===== config.mk =====
export PLATFORM = sky130hd
export DESIGN_NAME = id_ex_reg
export DESIGN_NICKNAME = d
export VERILOG_FILES = /design/src/rtl/id_ex_reg.sv
export SDC_FILE = /design/constraint.sdc
export NUM_CORES = 1
export LEC_CHECK = 0
export CAP_MARGIN = 15
export CORE_AREA = 2 2 137 139
export DETAILED_ROUTE_END_ITERATION = 7
export DIE_AREA = 0 0 139 141
export PLACE_DENSITY = 0.87
export SYNTH_ARGS = -nofsm -noshare
export SYNTH_HDL_FRONTEND = slang
export SYNTH_SLANG_ARGS = --single-unit
export TNS_END_PERCENT = 50

===== constraint.sdc =====
create_clock -name clk -period 5.95 [get_ports clk]
set_input_delay 1.19 -clock clk [delete_from_list [all_inputs] [get_ports clk]]
set_output_delay 1.19 -clock clk [all_outputs]
set_load 0.05 [all_outputs]

===== src/rtl/id_ex_reg.sv =====
// ---------------------------------------------------------------------------
// id_ex_reg : ID/EX pipeline register for the RV32I core.
//   Captures PC, instruction, register addresses, regfile operands and the
//   sign-extended immediate. Supports stall hold with WB refresh of held
//   operands, flush, and single-bubble load-use insertion.
// Optional feature macro: WB_BYPASS_EN -- forward a same-cycle WB write into
//   the captured operands (regfile write-then-read).
// Ports:
//   clk, i_rst_n (sync, active-low)
//   i_valid / o_ready        : IF/ID handshake (o_ready is combinational)
//   i_stall, i_flush         : EX busy hold / branch kill
//   i_pc, i_instr, i_rs1_data, i_rs2_data : IF/ID payload and regfile reads
//   i_wb_wen, i_wb_waddr, i_wb_wdata      : writeback port
//   o_valid, o_pc, o_instr, o_rs1_addr, o_rs2_addr, o_rd_addr,
//   o_rs1_data, o_rs2_data, o_imm         : registered EX payload
// ---------------------------------------------------------------------------
module id_ex_reg #(
   parameter int unsigned            DATA_WIDTH = 32,
   parameter logic [DATA_WIDTH-1:0]  NOP_INSTR  = DATA_WIDTH'(32'h0000_0013)
) (
   input  logic                  clk,
   input  logic                  i_rst_n,
   input  logic                  i_valid,
   output logic                  o_ready,
   input  logic                  i_stall,
   input  logic                  i_flush,
   input  logic [DATA_WIDTH-1:0] i_pc,
   input  logic [DATA_WIDTH-1:0] i_instr,
   input  logic [DATA_WIDTH-1:0] i_rs1_data,
   input  logic [DATA_WIDTH-1:0] i_rs2_data,
   input  logic                  i_wb_wen,
   input  logic [4:0]            i_wb_waddr,
   input  logic [DATA_WIDTH-1:0] i_wb_wdata,
   output logic                  o_valid,
   output logic [DATA_WIDTH-1:0] o_pc,
   output logic [DATA_WIDTH-1:0] o_instr,
   output logic [4:0]            o_rs1_addr,
   output logic [4:0]            o_rs2_addr,
   output logic [4:0]            o_rd_addr,
   output logic [DATA_WIDTH-1:0] o_rs1_data,
   output logic [DATA_WIDTH-1:0] o_rs2_data,
   output logic [DATA_WIDTH-1:0] o_imm
);

   localparam int unsigned AW = 5;

   typedef struct packed {
      logic                  valid;
      logic [DATA_WIDTH-1:0] pc;
      logic [DATA_WIDTH-1:0] instr;
      logic [AW-1:0]         rs1_addr;
      logic [AW-1:0]         rs2_addr;
      logic [AW-1:0]         rd_addr;
      logic [DATA_WIDTH-1:0] rs1_data;
      logic [DATA_WIDTH-1:0] rs2_data;
      logic [DATA_WIDTH-1:0] imm;
   } ex_t;

   ex_t ex_q, ex_d;
   ex_t bubble_c;

   logic          hazard_c;
   logic [AW-1:0] in_rs1_c, in_rs2_c;
   logic [31:0]   imm32_c;
   logic [DATA_WIDTH-1:0] op1_c, op2_c;

   assign in_rs1_c = i_instr[19:15];
   assign in_rs2_c = i_instr[24:20];

   // Bubble payload: invalid, NOP encoding, everything else zero
   always_comb begin
      bubble_c       = '0;
      bubble_c.instr = NOP_INSTR;
   end

   // Load in EX whose rd feeds the incoming instruction
   assign hazard_c = ex_q.valid && (ex_q.instr[6:0] == 7'b0000011)
                     && (ex_q.rd_addr != AW'(0)) && i_valid
                     && ((ex_q.rd_addr == in_rs1_c) || (ex_q.rd_addr == in_rs2_c));

   assign o_ready = i_flush || (!i_stall && !hazard_c);

   // Immediate decode by opcode
   always_comb begin
      imm32_c = 32'h0;
      unique case (i_instr[6:0])
         7'b0000011, 7'b0010011, 7'b1100111:
            imm32_c = {{20{i_instr[31]}}, i_instr[31:20]};
         7'b0100011:
            imm32_c = {{20{i_instr[31]}}, i_instr[31:25], i_instr[11:7]};
         7'b1100011:
            imm32_c = {{19{i_instr[31]}}, i_instr[31], i_instr[7],
                       i_instr[30:25], i_instr[11:8], 1'b0};
         7'b0110111, 7'b0010111:
            imm32_c = {i_instr[31:12], 12'h000};
         7'b1101111:
            imm32_c = {{11{i_instr[31]}}, i_instr[31], i_instr[19:12],
                       i_instr[20], i_instr[30:21], 1'b0};
         default:
            imm32_c = 32'h0;
      endcase
   end

   // Capture operands: x0 reads as zero; optional same-cycle WB forwarding
   always_comb begin
      op1_c = i_rs1_data;
      op2_c = i_rs2_data;
`ifdef WB_BYPASS_EN
      if (i_wb_wen && (i_wb_waddr != AW'(0)) && (i_wb_waddr == in_rs1_c)) op1_c = i_wb_wdata;
      if (i_wb_wen && (i_wb_waddr != AW'(0)) && (i_wb_waddr == in_rs2_c)) op2_c = i_wb_wdata;
`endif
      if (in_rs1_c == AW'(0)) op1_c = '0;
      if (in_rs2_c == AW'(0)) op2_c = '0;
   end

   // Next-state selection: flush > stall > load-use > capture
   always_comb begin
      ex_d = ex_q;
      if (i_flush) begin
         ex_d = bubble_c;
      end else if (i_stall) begin
         // Keep held operands coherent with writebacks that land while stalled
         if (i_wb_wen && (i_wb_waddr != AW'(0)) && (i_wb_waddr == ex_q.rs1_addr))
            ex_d.rs1_data = i_wb_wdata;
         if (i_wb_wen && (i_wb_waddr != AW'(0)) && (i_wb_waddr == ex_q.rs2_addr))
            ex_d.rs2_data = i_wb_wdata;
      end else if (hazard_c || !i_valid) begin
         ex_d = bubble_c;
      end else begin
         ex_d.valid    = 1'b1;
         ex_d.pc       = i_pc;
         ex_d.instr    = i_instr;
         ex_d.rs1_addr = in_rs1_c;
         ex_d.rs2_addr = in_rs2_c;
         ex_d.rd_addr  = i_instr[11:7];
         ex_d.rs1_data = op1_c;
         ex_d.rs2_data = op2_c;
         ex_d.imm      = DATA_WIDTH'($signed(imm32_c));
      end
   end

   always_ff @(posedge clk) begin
      if (!i_rst_n) ex_q <= bubble_c;
      else          ex_q <= ex_d;
   end

   assign o_valid    = ex_q.valid;
   assign o_pc       = ex_q.pc;
   assign o_instr    = ex_q.instr;
   assign o_rs1_addr = ex_q.rs1_addr;
   assign o_rs2_addr = ex_q.rs2_addr;
   assign o_rd_addr  = ex_q.rd_addr;
   assign o_rs1_data = ex_q.rs1_data;
   assign o_rs2_data = ex_q.rs2_data;
   assign o_imm      = ex_q.imm;

endmodule


-- After elaboration in Yosys (flattened, before gate mapping)
Index checks and enable logic that the tools add are counted.
- mux-type cells: 7
- eq/ne operators: 15
- bitwise operators: 1
- reduce and logical (&&, ||, !) cells: 21
- operators with widths (cell ; number):
    176-bit 2-to-1 mux ; 1
    32-bit case mux with 5 select lines ; 1
    32-bit 2-to-1 mux ; 4
    64-bit 2-to-1 mux ; 1
    7-bit equality test, second input constant ; 3
    5-bit equality test ; 4
    7-bit by 2-bit equality test with 1-bit output, second input constant ; 2
    7-bit by 5-bit equality test with 1-bit output, second input constant ; 2
    7-bit by 6-bit equality test with 1-bit output, second input constant ; 2
    5-bit zero test ; 2
    5-bit nonzero test ; 2
    1-bit logical AND ; 8
    2-bit by 1-bit inequality test with 1-bit output, second input constant ; 2
    2-bit OR reduction ; 2
    1-bit zero test ; 3
    1-bit logical OR ; 3
    3-bit OR reduction ; 1
    1-bit NOT ; 1
- logic and storage cells: 53
- bits in registers: 176
- input bits: 171
- output and inout port bits: 177

-- Depth between registers and ports, before layout
Gate-level depths: netlist (run 1).
- depth after elaboration: 8
- depth in mapped cells: 7
- gate-level depth less buffers: 5

-- Worst setup path before layout (run 1)
Ideal clock, no wire load.
- path type: input to output
- from: input port i_valid
- to: output port o_ready
- cell stages on the path: 5
- data required time: 4.760 ns
- arrival time: 2.594 ns
- buffers on the path: 1
- setup slack: 2.166 ns
- cells stage by stage: nand4b_1 nor3b_1 nand4_1 clkbuf_1 a21o_1
- cells in the longest elaborated chain, start to end: 5
- ends and longest elaborated chain (item ; line ; text):
    start, declared ; 23 ; input logic i_valid,
    1-bit logical AND ; 78 ; && (ex_q.rd_addr != AW'(0)) && i_valid
    1-bit logical AND ; 79 ; && ((ex_q.rd_addr == in_rs1_c) || (ex_q.rd_addr == in_rs2_c));
    1-bit zero test ; 81 ; assign o_ready = i_flush || (!i_stall && !hazard_c);
    1-bit logical AND ; 81 ;
    1-bit logical OR ; 81 ;
    end, declared ; 24 ; output logic o_ready,
No other way between the ends.

-- Worst setup path after layout (run 1)
- from: input port i_instr[20]
- to: output port o_ready
- cells in the longest elaborated chain, start to end: 6
- ends and longest elaborated chain (item ; line ; text):
    start, declared ; 28 ; input logic [DATA_WIDTH-1:0] i_instr,
    5-bit equality test ; 79 ;
    1-bit logical OR ; 79 ;
    1-bit logical AND ; 79 ;
    1-bit zero test ; 81 ;
    1-bit logical AND ; 81 ;
    1-bit logical OR ; 81 ;
No other way between the ends.

==> impl_metrics.tcl, run 1 <==
set metrics [dict create \
    clk_pin_slew_ps 70 \
    hold_start "o_imm[15]$_SDFFE_PP0N_" \
    hp-class "reg2reg" \
    power_leakage_uw 0.00422 \
    fmax_ghz 0.210 \
    cts_tree "built" \
    worst_pin_slew_ps 1120 \
    layout-drive-gt1-share_pct 5.40 \
    synth_warnings 0 \
    ant_nets 0 \
    grt_pass1_vias 6372 \
    cts_root_buffer "clkbuf_16" \
    yosysTopAreaCell "dfxtp_1" \
    synth_area_leaders "dfxtp_1 (46%), a22o_1 (9.3%), mux2i_1 (9.2%)" \
    cts_resized 0 \
    rsz0062_at_grt "false" \
    finalSetupViolations 0 \
    finalSetupTns_ps 0 \
    run_status "complete, no violations" \
    slew_headroom_pct 25.2 \
    async_flop_share_pct 0 \
    routabilityCongestion 0.872 \
    antenna_cells 0 \
    fin_nets 1140 \
    synth_top_area_share_pct 46.3 \
    powerDensity_nw_per_um2 247 \
    synthFlopType "dfxtp_1" \
    wirelength_um 23300 \
    crit_chain "clkdlybuf4s50_1 > xnor2_1 > nand3_1 > o22ai_1 > nand4_1 > a21o_1 > clkdlybuf4s50_1" \
    finClkSkew_ps 14.4 \
    crit_path_top_delay_cell "clkdlybuf4s50_1" \
    rows 50 \
    num_vias 6605 \
    path_class "in2out" \
    start_util_pct 38.1 \
    cts_max_level 4 \
    power_uw 2700 \
    die_area_um2 19600 \
    post_synth.cell_area_avg_um2 10.4 \
    synth_edf_count 0 \
    cp.arrival_ps 3570 \
    r2r-end "o_pc[26]$_SDFFE_PP0N_" \
    vdd_drop_max_uv 195 \
    core_um2 18300 \
    drt_iter0_drc 394 \
    netlist_instances 669 \
    cts.sinks 161 \
    critPathMaxStageDelay_ps 690 \
    hold_viol 0 \
    dieHeight_um 141 \
    min_to "o_imm[15]$_SDFFE_PP0N_" \
    antenna_found_initial 0 \
    fill_cells 1503 \
    synth-seq-cells 161 \
    endpoint_kind "output pin" \
    grt_pass1_wl_um 35400 \
    avgViaCountPerCell 5.43 \
    fin_crit_ps 4760 \
    dp_hpwl_um 16200 \
    ys_seq_area_share_pct 46.3 \
    hold_path_depth 1 \
    slew_viol_final 0 \
    grt_max_degree 93 \
    cts_buffers 17 \
    grt_overflow_total 0 \
    port_buffers 347 \
    synth.distinct_cells 46 \
    final_util_pct 59.7 \
    post-route-drc-count 0 \
    startpoint_type "primary input" \
    crit_top_cell "clkdlybuf4s50_1" \
    dp.cells 1184 \
    maxCapViolCount 0 \
    clockBufferDepth 2 \
    first_pass_iters 4 \
    io_pins 348 \
    track_usage_pct 22.5 \
    required_ps 4760 \
    clock_latency_ps 420 \
    routedWlPerCell_um 19.1 \
    post_cts_buffers 0 \
    r2r_cells 7 \
    area.growth.synth_to_final_pct 56.7 \
    yosys-top-cells-count "dfxtp_1 (161), nand2_1 (106), a22o_1 (74)" \
    reg2reg_slack_ps 3060 \
    r2r-start "o_instr[11]$_SDFFE_PP0N_" \
    timing.final.crit_share_pct 80.0 \
    yosysMostFrequentCell "dfxtp_1" \
    instances_no_fill 1216 \
    worstPathMaxFanout 6 \
    syn-cell-area_um2 6950 \
    syn_nets 840 \
    fp.dieW_um 139 \
    cts.hold.buffers_added 0 \
]
[metal layers]
metal	vias to the layer above	share of wire [%]	global-route usage, %
li1	3061	-	-
met1	3207	43	28.7
met2	304	47	36.8
met3	33	8.2	7.10
met4	0	1.5	6.33
met5	-	0	0
[logic make-up after synthesis]
| group | count (synthesis) | synth area share (%) |
|---|---|---|
| and+or+nand+nor | 145 | 9.03 |
| xor gates and xnor gates | 20 | 2.52 |
| muxes | 64 | 9.21 |
| AOI/OAI and AO/OA | 201 | 25.2 |
| DFF | 161 | 46.3 |
| buffers and inverters | 78 | 7.68 |
[worst max-delay path: cells and delay by family]
family	cells	cell delay [ps]
xor+xnor	1	170
simple gates	2	290
buf+inv	2	1310
compound gates	2	600
[worst max path at each step]
stage                     start  slack [ps]      end  depth (start not counted)
finish              i_instr[20]        1190  o_ready                          7
global placement    i_instr[20]        1260  o_ready                          7
CTS                 i_instr[20]        1210  o_ready                          7
detailed placement  i_instr[20]        1240  o_ready                          7
global route        i_instr[20]        1060  o_ready                          7
floorplan               i_valid        2170  o_ready                          5
[power breakdown]
| part | internal [uW] | switching [uW] | leakage, uW | total [uW] |
|---|---|---|---|---|
| combinational | 195 | 217 | 0.00262 | 412 |
| sequential | 1100 | 17.4 | 0.00131 | 1120 |
| clock | 676 | 486 | 0.000297 | 1160 |
| total | 1980 | 720 | 0.00422 | 2700 |
[through the flow]
| step | instance area (um^2) | setup WS (ps) | hold slack, ps |
|---|---|---|---|
| floorplan | 6950 | 2170 | 706 |
| global placement | 10300 | 1260 | 446 |
| detailed placement | 10300 | 1240 | 454 |
| CTS | 10900 | 1210 | 469 |
| global route | 10900 | 1060 | 489 |
| finish | 10900 | 1190 | 466 |
[flip-flops by register name, indices dropped and copies added, names as in the netlist]
register / count
o_instr: 32
o_imm: 32
o_valid: 1
o_rs2_data: 32
o_rs1_data: 32
o_pc: 32
[cell type report]
cell class / instances / area [um^2] / area share (%)
Clock buffer: 18 / 429 / 3.94
Inverter: 4 / 15.0 / 0.138
Multi-Input combinational cell: 430 / 3210 / 29.5
Sequential cell: 161 / 3220 / 29.6
Timing Repair Buffer: 355 / 3530 / 32.4
Clock inverter: 14 / 194 / 1.78
Tap cell: 234 / 293 / 2.69
[placed cells by master, fill, tap and decap left out, types with 2 or more instances in the layout]
cell             count
a21o_1              21
a21oi_1              5
a22o_1              74
a31o_1              60
a31o_2               5
a32o_1              24
and4b_1              2
buf_4                8
bufinv_16            3
clkbuf_16           17
clkdlybuf4s50_1    347
clkinv_4             2
clkinvlp_4           2
dfxtp_1            161
inv_1                4
inv_6                5
mux2i_1             64
nand2_1            106
nand2b_1             3
nand3_1              6
nor2_1               9
nor3_1               6
nor3b_1              2
o21a_1               2
o21ai_0              2
o41a_2               2
xnor2_1             16
xor2_1               4
Power figures use the tool's default switching activity.
==> inputs of run 2 (changes only) <==
--- a/config.mk
+++ b/config.mk
@@ -6,10 +6,9 @@
 export NUM_CORES = 1
 export LEC_CHECK = 0
 export CAP_MARGIN = 15
-export CORE_AREA = 2 2 137 139
+export CORE_UTILIZATION = 37
 export DETAILED_ROUTE_END_ITERATION = 7
-export DIE_AREA = 0 0 139 141
-export PLACE_DENSITY = 0.87
+export PLACE_DENSITY = 0.88
 export SYNTH_ARGS = -nofsm -noshare
 export SYNTH_HDL_FRONTEND = slang
 export SYNTH_SLANG_ARGS = --single-unit
==> constraint.sdc (replaced) <==
create_clock -name clk -period 4.3 [get_ports clk]
set_input_delay 0.86 -clock clk [delete_from_list [all_inputs] [get_ports clk]]
set_output_delay 0.86 -clock clk [all_outputs]
set_load 0.05 [all_outputs]
==> impl_metrics.tcl, run 2 (synthesis gave the netlist of run 1 again) <==
set metrics [dict create \
    run_status "complete, but fails checks" \
    violations "design-rule violations" \
    antenna_found_initial 0 \
    cts_root_buffer "clkbuf_16" \
    finalSetupViolations 0 \
    clk_pin_slew_ps 70 \
    fin_nets 1145 \
    routedWlPerCell_um 19.3 \
    p_sw_uw 1000 \
    ant_nets 0 \
    cts.hold.buffers_added 0 \
    place_ws_ps 828 \
    drt_iter0_drc 444 \
    worst_pin_slew_ps 808 \
    p_int_uw 2620 \
    rsz0062_at_grt "false" \
    vdd_drop_max_uv 251 \
    crit_path_top_delay_cell "clkdlybuf4s50_1" \
    endpoint_kind "output pin" \
    die_area_um2 19300 \
    fill_cells 1505 \
    required_ps 3440 \
    critPathMaxStageDelay_ps 600 \
    rows 49 \
    final_cell_mix "clkdlybuf4s50_1 (346), dfxtp_1 (161), nand2_1 (106), a22o_1 (74), mux2i_1 (64)" \
    clock_latency_ps 420 \
    num_vias 6641 \
    slew_headroom_pct 45.7 \
    maxCapViolCount 0 \
    switching_share_pct 27.7 \
    track_usage_pct 24.1 \
    port_buffers 347 \
    whs_ps 467 \
    antenna_cells 0 \
    slew_viol_final 0 \
    cts_buffers 17 \
    area.growth.synth_to_final_pct 56.6 \
    finClkSkew_ps 12.9 \
    timing.final.crit_share_pct 81.4 \
    post-route-drc-count 25 \
    start_util_pct 38.2 \
    grt_overflow_total 0 \
    path_class "in2out" \
    hp-class "reg2reg" \
    combPwrFrac_pct 15.8 \
    hold_viol 0 \
    io_pins 348 \
    postPlaceCellArea_um2 10300 \
    fin_area_um2 10900 \
    dp_hpwl_um 16700 \
    final_util_pct 59.8 \
    power_leakage_uw 0.00424 \
    routabilityCongestion 0.909 \
    dieHeight_um 139 \
    cts_max_level 4 \
    fmax_ghz 0.286 \
    crit_chain "clkdlybuf4s50_1 > xnor2_1 > nand3_1 > o22ai_1 > nand4_1 > a21o_1 > buf_4" \
    finalSetupTns_ps 0 \
    startpoint_type "primary input" \
    post_cts_buffers 0 \
    grt_pass1_vias 6618 \
    register_area_um2 3220 \
    p_clk_share_pct 41.3 \
    grt_max_degree 145 \
    cts_resized 0 \
    fp.dieW_um 139 \
    fin_crit_ps 3500 \
    p_seq_share_pct 42.9 \
    first_pass_iters 8 \
    avgViaCountPerCell 5.46 \
    multi_input_area_um2 3210 \
    final_common_cell "clkdlybuf4s50_1" \
    cp.arrival_ps 2640 \
    worstPathMaxFanout 6 \
    layout-drive-gt1-share_pct 6.08 \
    worst_slack_ps 800 \
    core_um2 18200 \
    cts.sinks 161 \
    grt_pass1_wl_um 36700 \
    powerDensity_nw_per_um2 332 \
    clockBufferDepth 2 \
    cts_tree "built" \
    wirelength_um 23500 \
]
## run 2: power by group through the flow
stage          registers [uW]  logic (uW)  clock network (uW)
2_1_floorplan            1710         174                   0
3_3_place_gp             1580         563                   0
3_5_place_dp             1590         571                   0
4_1_cts                  1550         573                1520
5_1_grt                  1560         598                1600
6_report                 1550         573                1490
## run 2: area by class of cell
cell class | count | share of cell area [%]
clock inverters | 15 | 1.37
inverters | 4 | 0.138
flip-flops and latches | 161 | 29.6
multi-input cells | 430 | 29.5
repair buffers | 360 | 32.9
clock buffers | 17 | 3.91
well taps | 229 | 2.63
## run 2: final timing paths
check	from	endpoint	slack, ps	cells past startpoint
worst min register to register	o_imm[4]$_SDFFE_PP0N_	o_imm[4]$_SDFFE_PP0N_	470	1
worst min-delay path	o_imm[4]$_SDFFE_PP0N_	o_imm[4]$_SDFFE_PP0N_	470	1
worst max register to register	o_instr[9]$_SDFFE_PP0N_	o_pc[12]$_SDFFE_PP0N_	2110	6
worst max-delay path	i_instr[20]	o_ready	800	7
## run 2: routing by layer
layer	part of all wire, %	track usage, %	vias up
met3	9.1	6.94	52
met5	0	0	-
met1	40	29.0	3200
li1	-	-	3073
met4	3.2	9.82	0
met2	48	40.4	316
## run 2: critical path, delay by kind of cell
kind	cells	cell delay (ps)
AO/OA/AOI/OAI	2	570
XOR/XNOR	1	150
buffers and inverters	2	780
AND/OR/NAND/NOR	2	260
## run 2: per-stage QoR
step / std cells / power (uW)
5_1_grt: 1216 / 3760
2_1_floorplan: 669 / 1880
4_1_cts: 1216 / 3640
3_3_place_gp: 1184 / 2150
3_5_place_dp: 1184 / 2160
6_report: 1216 / 3620
==> inputs of run 3 (changes only) <==
==> constraint.sdc (replaced) <==
create_clock -name clk -period 2.89 [get_ports clk]
set_input_delay 0.578 -clock clk [delete_from_list [all_inputs] [get_ports clk]]
set_output_delay 0.578 -clock clk [all_outputs]
set_load 0.05 [all_outputs]
==> impl_metrics.tcl, run 3 (synthesis gave the netlist of run 1 again) <==
set metrics [dict create \
    fill_cells 1492 \
    io_pins 348 \
    worstPathMaxFanout 2 \
    power_leakage_uw 0.00434 \
    place_ws_ps 94.7 \
    multi_input_area_um2 3210 \
    slew_viol_final 0 \
    whs_ps 467 \
    rsz0062_at_grt "false" \
    p_int_uw 4200 \
    cts_resized 0 \
    powerDensity_nw_per_um2 505 \
    run_status "complete, but fails checks" \
    grt_pass1_vias 6628 \
    start_util_pct 38.2 \
    cts.hold.buffers_added 0 \
    fmax_ghz 0.367 \
    worst_slack_ps 164 \
    clk_pin_slew_ps 70 \
    final_cell_mix "clkdlybuf4s50_1 (346), dfxtp_1 (161), nand2_1 (106), a22o_1 (74), mux2i_1 (64)" \
    endpoint_kind "output pin" \
    finClkSkew_ps 12.4 \
    startpoint_type "primary input" \
    clockBufferDepth 2 \
    grt_pass1_wl_um 36100 \
    crit_path_top_delay_cell "clkdlybuf4s50_1" \
    fin_crit_ps 2730 \
    p_clk_share_pct 43.2 \
    timing.final.crit_share_pct 94.3 \
    rows 49 \
    slew_headroom_pct 29.9 \
    grt_overflow_total 0 \
    busiest_layer "met2" \
    final_common_cell "clkdlybuf4s50_1" \
    ant_nets 0 \
    cts_buffers 17 \
    antenna_cells 0 \
    die_area_um2 19300 \
    core_um2 18200 \
    critPathBufInv 2 \
    dp_hpwl_um 16600 \
    finalSetupViolations 0 \
    wirelength_um 23400 \
    cts.sinks 161 \
    finalSetupTns_ps 0 \
    track_usage_pct 23.7 \
    cts_max_level 4 \
    post-route-drc-count 25 \
    drt_iter0_drc 355 \
    routabilityCongestion 0.880 \
    grtUsageMet3_pct 6.87 \
    required_ps 2310 \
    area.growth.synth_to_final_pct 59.8 \
    cts_tree "built" \
    grt_max_degree 79 \
    crit_family "buffers and inverters" \
    num_vias 6671 \
    register_area_um2 3220 \
    routedWlPerCell_um 19.0 \
    p_sw_uw 1410 \
    fin_area_um2 11100 \
    layout-drive-gt1-share_pct 7.29 \
    cts_root_buffer "clkbuf_16" \
    dieHeight_um 139 \
    hold_viol 0 \
    clock_latency_ps 410 \
    path_class "in2out" \
    crit_chain "clkdlybuf4s50_1 > xnor2_1 > nand3_1 > o22ai_1 > nand4_1 > a21o_1 > buf_4" \
    post_cts_buffers 0 \
    combPwrFrac_pct 15.6 \
    hp-class "reg2reg" \
    postPlaceCellArea_um2 10500 \
    p_seq_share_pct 41.2 \
    grt_use_met1_pct 27.8 \
    port_buffers 347 \
    gr-usage-met2_pct 40.8 \
    violations "design-rule violations" \
    maxCapViolCount 0 \
    antenna_found_initial 0 \
    cp.arrival_ps 2150 \
    dp.cells 1199 \
    first_pass_iters 7 \
    fp.dieW_um 139 \
    avgViaCountPerCell 5.42 \
    vdd_drop_max_uv 384 \
    critPathMaxStageDelay_ps 500 \
    fin_nets 1160 \
    worst_pin_slew_ps 1050 \
    instances_no_fill 1231 \
    switching_share_pct 25.2 \
]
-- run 3: layout make-up --
type                    count  share of cell area [%]
clock inverters            11                    1.59
multi-input cells         430                    28.9
inverters                   4                   0.135
clock buffers              21                    4.14
well taps                 229                    2.58
repair buffers            375                    33.7
flip-flops and latches    161                    29.0
-- run 3: path summary, 6_finish.rpt --
check | startpoint | end | slack, ps | depth (start not counted)
setup reg to reg | o_instr[9]$_SDFFE_PP0N_ | o_pc[15]$_SDFFE_PP0N_ | 840 | 7
setup / recovery | i_instr[15] | o_ready | 160 | 7
hold / removal | o_imm[15]$_SDFFE_PP0N_ | o_imm[15]$_SDFFE_PP0N_ | 470 | 1
hold reg to reg | o_imm[15]$_SDFFE_PP0N_ | o_imm[15]$_SDFFE_PP0N_ | 470 | 1
-- run 3: power groups by stage --
stage,Sequential [uW],Combinational (uW),Clock [uW]
global placement,2360,861,0
floorplan,2540,259,0
global route,2320,914,2560
detailed placement,2360,870,0
finish,2310,876,2420
CTS,2310,875,2470
-- run 3: per-layer routing --
metal	vias to the layer above	wire length (um)
met4	0	566
li1	3094	-
met5	-	0
met2	343	11500
met3	35	2030
met1	3199	9330
-- run 3: worst reg2reg max path, cell delays in order, from the launching register on --
cell and delay (ps):
dfxtp_1 520, xnor2_1 170, nand3_1 110, o22ai_1 240
buf_4 170, a41oi_4 130, buf_12 250, a22o_1 360
-- run 3: per-stage QoR --
stage | total power, uW | util, %
floorplan | 2800 | -
global placement | 3220 | 57.5
detailed placement | 3230 | 57.5
CTS | 5650 | 61.0
global route | 5790 | 61.0
finish | 5610 | 61.0
